$ cat src/rtl/serial_write_buffer_if.sv
// serial_write_buffer_if
//   Bundles the parallel-load handshake and the serial output of the
//   serial write buffer. The master side (protocol engine / data path)
//   drives the load request, data and bit strobes; the slave side (the
//   buffer) returns the serial line and its idle/ready flag.
//
//   start       : one-cycle load request, honoured only while idle
//   write_sig   : one-cycle strobe, current bit consumed
//   data_in     : parallel word, low write_count bits are transmitted
//   write_count : number of bits to send (clamped to BUF_SIZE)
//   data_out    : registered serial data line
//   done_sig    : registered, high = idle and ready for start
interface serial_write_buffer_if #(
    parameter int BUF_SIZE = 8
);
    localparam int CTR_SIZE = $clog2(BUF_SIZE + 1);

    logic                start;
    logic                write_sig;
    logic [BUF_SIZE-1:0] data_in;
    logic [CTR_SIZE-1:0] write_count;
    logic                data_out;
    logic                done_sig;

    modport master (
        output start, write_sig, data_in, write_count,
        input  data_out, done_sig
    );

    modport slave (
        input  start, write_sig, data_in, write_count,
        output data_out, done_sig
    );
endinterface

$ cat src/rtl/serial_write_buffer.sv
// serial_write_buffer
//   Loads up to BUF_SIZE parallel bits and presents them on a serial line,
//   most-significant (bit n-1) first, advancing one bit per write strobe.
//   The first bit is valid the cycle after start without a strobe; after
//   the last strobe the line returns to IDLE_LEVEL and done_sig rises one
//   cycle later.
//
//   sys_clk : system clock, all logic on the rising edge
//   rst     : synchronous, active-high reset
//   bus     : slave side of serial_write_buffer_if (start, write_sig,
//             data_in, write_count in; data_out, done_sig out)
module serial_write_buffer #(
    parameter int   BUF_SIZE   = 8,
    parameter logic IDLE_LEVEL = 1'b1
) (
    input  logic                  sys_clk,
    input  logic                  rst,
    serial_write_buffer_if.slave  bus
);
    localparam int CTR_SIZE = $clog2(BUF_SIZE + 1);
    localparam logic [CTR_SIZE-1:0] BUF_SIZE_C = CTR_SIZE'(BUF_SIZE);
    localparam logic [CTR_SIZE-1:0] ONE_C      = CTR_SIZE'(1);

    typedef enum logic [1:0] {
        ST_RESET = 2'b00,
        ST_IDLE  = 2'b01,
        ST_WRITE = 2'b10
    } state_e;

    state_e              state_q,    state_d;
    logic [BUF_SIZE-1:0] shreg_q,    shreg_d;
    logic [CTR_SIZE-1:0] ctr_q,      ctr_d;
    logic                data_out_q, data_out_d;
    logic                done_q,     done_d;

    logic [CTR_SIZE-1:0] n_c;
    logic [BUF_SIZE-1:0] load_c;

    // Clamp the requested count and left-align the word so bit n-1 sits in
    // the MSB; the shift register then always emits from its top bit.
    always_comb begin
        n_c    = (bus.write_count > BUF_SIZE_C) ? BUF_SIZE_C : bus.write_count;
        load_c = bus.data_in << (BUF_SIZE_C - n_c);
    end

    always_comb begin
        // NOTE: every output of this block gets a default first, so no path
        // leaves a signal unassigned and no latch is inferred.
        state_d    = state_q;
        shreg_d    = shreg_q;
        ctr_d      = ctr_q;
        data_out_d = data_out_q;
        done_d     = done_q;

        case (state_q)
            ST_RESET: begin
                shreg_d    = '0;
                ctr_d      = '0;
                data_out_d = IDLE_LEVEL;
                done_d     = 1'b1;
                state_d    = ST_IDLE;
            end

            ST_IDLE: begin
                data_out_d = IDLE_LEVEL;
                done_d     = 1'b1;
                if (bus.start) begin
                    shreg_d    = load_c;
                    ctr_d      = n_c;
                    done_d     = 1'b0;
                    state_d    = ST_WRITE;
                    data_out_d = (n_c != '0) ? load_c[BUF_SIZE-1] : IDLE_LEVEL;
                end
            end

            ST_WRITE: begin
                if (ctr_q == '0) begin
                    // One-cycle tail after the final strobe before ready.
                    done_d     = 1'b1;
                    data_out_d = IDLE_LEVEL;
                    state_d    = ST_IDLE;
                end else if (bus.write_sig) begin
                    shreg_d    = shreg_q << 1;
                    ctr_d      = ctr_q - ONE_C;
                    // The bit below the MSB becomes the new MSB after the shift.
                    data_out_d = (ctr_q > ONE_C) ? shreg_q[BUF_SIZE-2] : IDLE_LEVEL;
                end
            end

            default: begin
                done_d     = 1'b0;
                data_out_d = IDLE_LEVEL;
                state_d    = ST_RESET;
            end
        endcase
    end

    always_ff @(posedge sys_clk) begin
        // NOTE: state is updated with non-blocking assignments so every flop
        // samples the pre-edge values, independent of statement order.
        if (rst) begin
            state_q    <= ST_RESET;
            shreg_q    <= '0;
            ctr_q      <= '0;
            data_out_q <= IDLE_LEVEL;
            done_q     <= 1'b0;
        end else begin
            state_q    <= state_d;
            shreg_q    <= shreg_d;
            ctr_q      <= ctr_d;
            data_out_q <= data_out_d;
            done_q     <= done_d;
        end
    end

    assign bus.data_out = data_out_q;
    assign bus.done_sig = done_q;
endmodule

$ cat src/flat_wrapper.sv
// flat-port wrapper written by rule: the top's interface ports become plain ports
module serial_write_buffer_flat 
#(
    parameter int   BUF_SIZE   = 8,
    parameter logic IDLE_LEVEL = 1'b1
)
  (sys_clk, rst, bus_start, bus_write_sig, bus_data_in, bus_write_count, bus_data_out, bus_done_sig);
  serial_write_buffer_if #(.BUF_SIZE(BUF_SIZE)) bus_i ();
  input  logic sys_clk;
  input  logic rst;
  input wire logic [$bits(bus_i.start)-1:0] bus_start;
  input wire logic [$bits(bus_i.write_sig)-1:0] bus_write_sig;
  input wire logic [$bits(bus_i.data_in)-1:0] bus_data_in;
  input wire logic [$bits(bus_i.write_count)-1:0] bus_write_count;
  output wire logic [$bits(bus_i.data_out)-1:0] bus_data_out;
  output wire logic [$bits(bus_i.done_sig)-1:0] bus_done_sig;
  assign bus_i.start = bus_start;
  assign bus_i.write_sig = bus_write_sig;
  assign bus_i.data_in = bus_data_in;
  assign bus_i.write_count = bus_write_count;
  assign bus_data_out = bus_i.data_out;
  assign bus_done_sig = bus_i.done_sig;
  serial_write_buffer #(.BUF_SIZE(BUF_SIZE), .IDLE_LEVEL(IDLE_LEVEL)) u_core (.sys_clk(sys_clk), .rst(rst), .bus(bus_i));
endmodule
$ cat config.mk
export PLATFORM = sky130hd
export DESIGN_NAME = serial_write_buffer_flat
export DESIGN_NICKNAME = d
export VERILOG_FILES = /design/src/rtl/serial_write_buffer_if.sv /design/src/rtl/serial_write_buffer.sv /design/src/flat_wrapper.sv
export SDC_FILE = /design/constraint.sdc
export NUM_CORES = 1
export LEC_CHECK = 0
export CORE_MARGIN = 2
export CORE_UTILIZATION = 41
export CTS_CLUSTER_SIZE = 20
export DETAILED_ROUTE_END_ITERATION = 8
export DONT_BUFFER_PORTS = 1
export GPL_TIMING_DRIVEN = 0
export PLACE_DENSITY = 0.56
export SLEW_MARGIN = 15
export SYNTH_ARGS = -nofsm -noshare
export SYNTH_HDL_FRONTEND = slang
export SYNTH_SLANG_ARGS = --single-unit
$ cat constraint.sdc
create_clock -name sys_clk -period 6.5 [get_ports sys_clk]
set_clock_uncertainty 0.1 [all_clocks]
set_input_delay 1.3 -clock sys_clk [delete_from_list [all_inputs] [get_ports sys_clk]]
set_output_delay 1.3 -clock sys_clk [all_outputs]
set_load 0.02 [all_outputs]
==> metrics <==
Top Family by Delay on Critical Path simple AND/OR/NAND/NOR gates; die width 57.2 µm; vias post-DR approximately 1100; Pins Over Slew Limit 0; share of the yosys chip area belonging to registers 0.259; Critical Path Max Stage Delay 0.35 ns; PortBufs 0; vias in the first global route 1040; post-CTS sizing 0; Crit. End Element flop; outcome finished, final reports clean; syn_nets between 150 and 200; Starting Density 0.425; drt total wl between 2000 and 3000 µm; Final Setup Violations 0; hold_buf cts 0; Yosys warning total 0; CP Max Fanout 10; worst hold-check path type flop to flop; cts bufs inserted 3; vias per cell 5.75; Worst Path Buf+Inv 3; Area growth syn-to-layout 5.71%; Tcrit/Tclk final 0.477; min Tclk post-route about 3.1 ns; CTS root buf clkbuf_4; Residual DRC 0; Core Region ~2700 µm²; Die ar. ~3300 µm²; Detail Route Antenna Nets 0; Nets 180; crit path max-delay cell type o221a_2; Row Count 19; # diodes 0; CP Launch Type input pin; total grt overflow 0; placer congestion estimate ~0.82; first-pass GRT wire length 4800 µm; sw frac 0.378; CTS H-tree depth 1; worst vdd ir 0.100 mV; Clk Latency, worst-skew pair around 0.3 ns; Fin. Hold Viols 0; Fmax about 0.32 GHz; cell internal pwr 0.153 mW; critical path required time around 6.6 ns; Psw slightly above 0.09 mW; fraction of layout cells with a size suffix above 1 0.0710; unrepaired setup endpoints after global routing false; Critical Path AT approximately 3.2 ns; PwrDens 201 nW/µm²; Finished Layout Cells 186; Reg power frac 0.428; largest cells by area after synthesis dfxtp_1 26%, ha_1 8.6%, nand2_1 7.4%, mux2i_1 6.9%, a21oi_1 5.6%; Leak around 0.45 nW; I/O pins 18; area leader, netlist dfxtp_1; mapped cell area 1160 µm²; initial antenna violation count 0; Worst-path clk slew 0.11 ns; cells after synthesis around 150; Reg2Reg Setup Slack around 4.2 ns; CTS sink count 15; Seq cells post-synth 15; Comb pwr share 0.336; Detailed Place HPWL 2140 µm; CTS tree yes; Synth cell types 37; Placed Cells approximately 180; Synth Area per Inst roughly 7.7 µm²; Slew headroom 0.624; Clock power frac 0.236; number of setup buffers added after CTS 0; max cap viols 0; largest net degree at the start of global routing 11; most frequent cells in the layout 23 x nand2_1, 15 x dfxtp_1, 13 x a21oi_1, 10 x o21ai_0, 9 x inv_1; Crit Path Class input pin to flop; crit-path cells buf_4, nor2b_1, buf_2, inv_1, ha_1, o221a_2, and3_1, and2_1, a32oi_1, nor2_1; worst-case clock buffer depth 2; worst-margin pin slew ~0.56 ns; DRT iter0 DRCs 74; DR WL/cell roughly 15 µm; Chip Height 57.2 µm; commonest non-fill, non-tap cell in the layout nand2_1; GRT Overall Usage 0.186; final setup TNS 0 ns; drt pass-1 iters 4; share of the synthesized area in the top cell type 0.259
## synthesized netlist by cell type
master     number
nand4_1         3
inv_1           9
buf_2           1
buf_1           1
and2_1          1
o22ai_1         1
o21ba_2         1
nand3b_1        4
mux4_2          1
a21oi_1        13
o21ai_1         1
dfxtp_1        15
nor4_1          2
nor2b_1         4
buf_4           1
a211oi_1        3
nand2_1        23
nor2_1          8
o21a_1          1
a22o_1          1
a32oi_1         1
nand2b_1        4
o221a_2         1
clkbuf_1        3
o2111ai_1       1
ha_1            8
a31oi_1         3
o21ai_0        10
nand3_1         4
nor4b_4         1
nor3_1          5
and3_1          2
mux2i_1         8
nand4bb_2       1
a2111oi_0       1
xnor2_1         3
a21boi_0        1
## registers in the layout, summed over array words and instances (netlist names)
| register | flops |
|---|---|
| u_core.shreg_q | 7 |
| u_core.ctr_q | 4 |
| u_core.state_q | 2 |
| u_core.bus.data_out | 1 |
| u_core.bus.done_sig | 1 |
## logic make-up after synthesis
kind of cell,share of synthesized area
buffers and inverters,0.0528
AO/OA/AOI/OAI,0.206
adder cells (fa/ha/maj),0.0862
XOR/XNOR,0.0226
multiplexers,0.0884
AND/OR/NAND/NOR,0.286
flip-flops,0.259
## power by group through the flow
stage / clock, mW / combinational, mW / sequential [mW]
CTS: 0.0587 / 0.0825 / 0.106
detailed placement: 0 / 0.0818 / 0.108
finish: 0.0582 / 0.0829 / 0.105
global route: 0.0618 / 0.0932 / 0.106
floorplan: 0 / 0.0645 / 0.106
global placement: 0 / 0.0815 / 0.107
## area by class of cell
class | instances | area (µm²)
buffer | 6 | 27.5
clock inverter | 1 | 5.00
clock buffer | 3 | 22.5
sequential | 15 | 300
inverter | 9 | 33.8
fill | 284 | 1510
tap | 31 | 38.8
multi-input combinational | 121 | 800
## worst register-to-register path: stages (launching register included)
cell,delay (ns)
dfxtp_1,0.40
inv_1,0.08
ha_1,0.24
nor2b_1,0.21
nor4b_4,0.55
and3_1,0.29
and2_1,0.16
a32oi_1,0.10
nor2_1,0.11
## metrics by stage
step | setup slack (ns) | total power, mW | hold slack [ns] | utilization | cell area (µm²)
6_report | 3.40 | 0.246 | 0.378 | 0.449 | 1230
5_1_grt | 3.25 | 0.261 | 0.396 | 0.449 | 1230
4_1_cts | 3.41 | 0.247 | 0.379 | 0.449 | 1230
3_5_place_dp | 3.10 | 0.189 | 0.365 | 0.439 | 1200
3_3_place_gp | 3.12 | 0.189 | 0.366 | 0.439 | 1200
2_1_floorplan | 3.29 | 0.171 | 0.347 | - | 1160
## worst paths after layout
check | startpoint | to | depth (start not counted)
setup reg to reg | u_core.state_q[1] | u_core.shreg_q[0] | 8
setup / recovery | bus_write_count[3] | u_core.shreg_q[0] | 10
hold / removal | u_core.ctr_q[1] | u_core.ctr_q[1] | 2
hold reg to reg | u_core.ctr_q[1] | u_core.ctr_q[1] | 2
## per-layer routing
layer | vias to the layer above | global-route usage | wire [µm]
met1 | 478 | 0.270 | 1430
met2 | 34 | 0.263 | 1170
met3 | 6 | 0.0499 | 161
li1 | 551 | - | -
met4 | 0 | 0.0664 | 51
met5 | - | 0 | 0
Note: power is estimated with default switching activity, not from simulation.
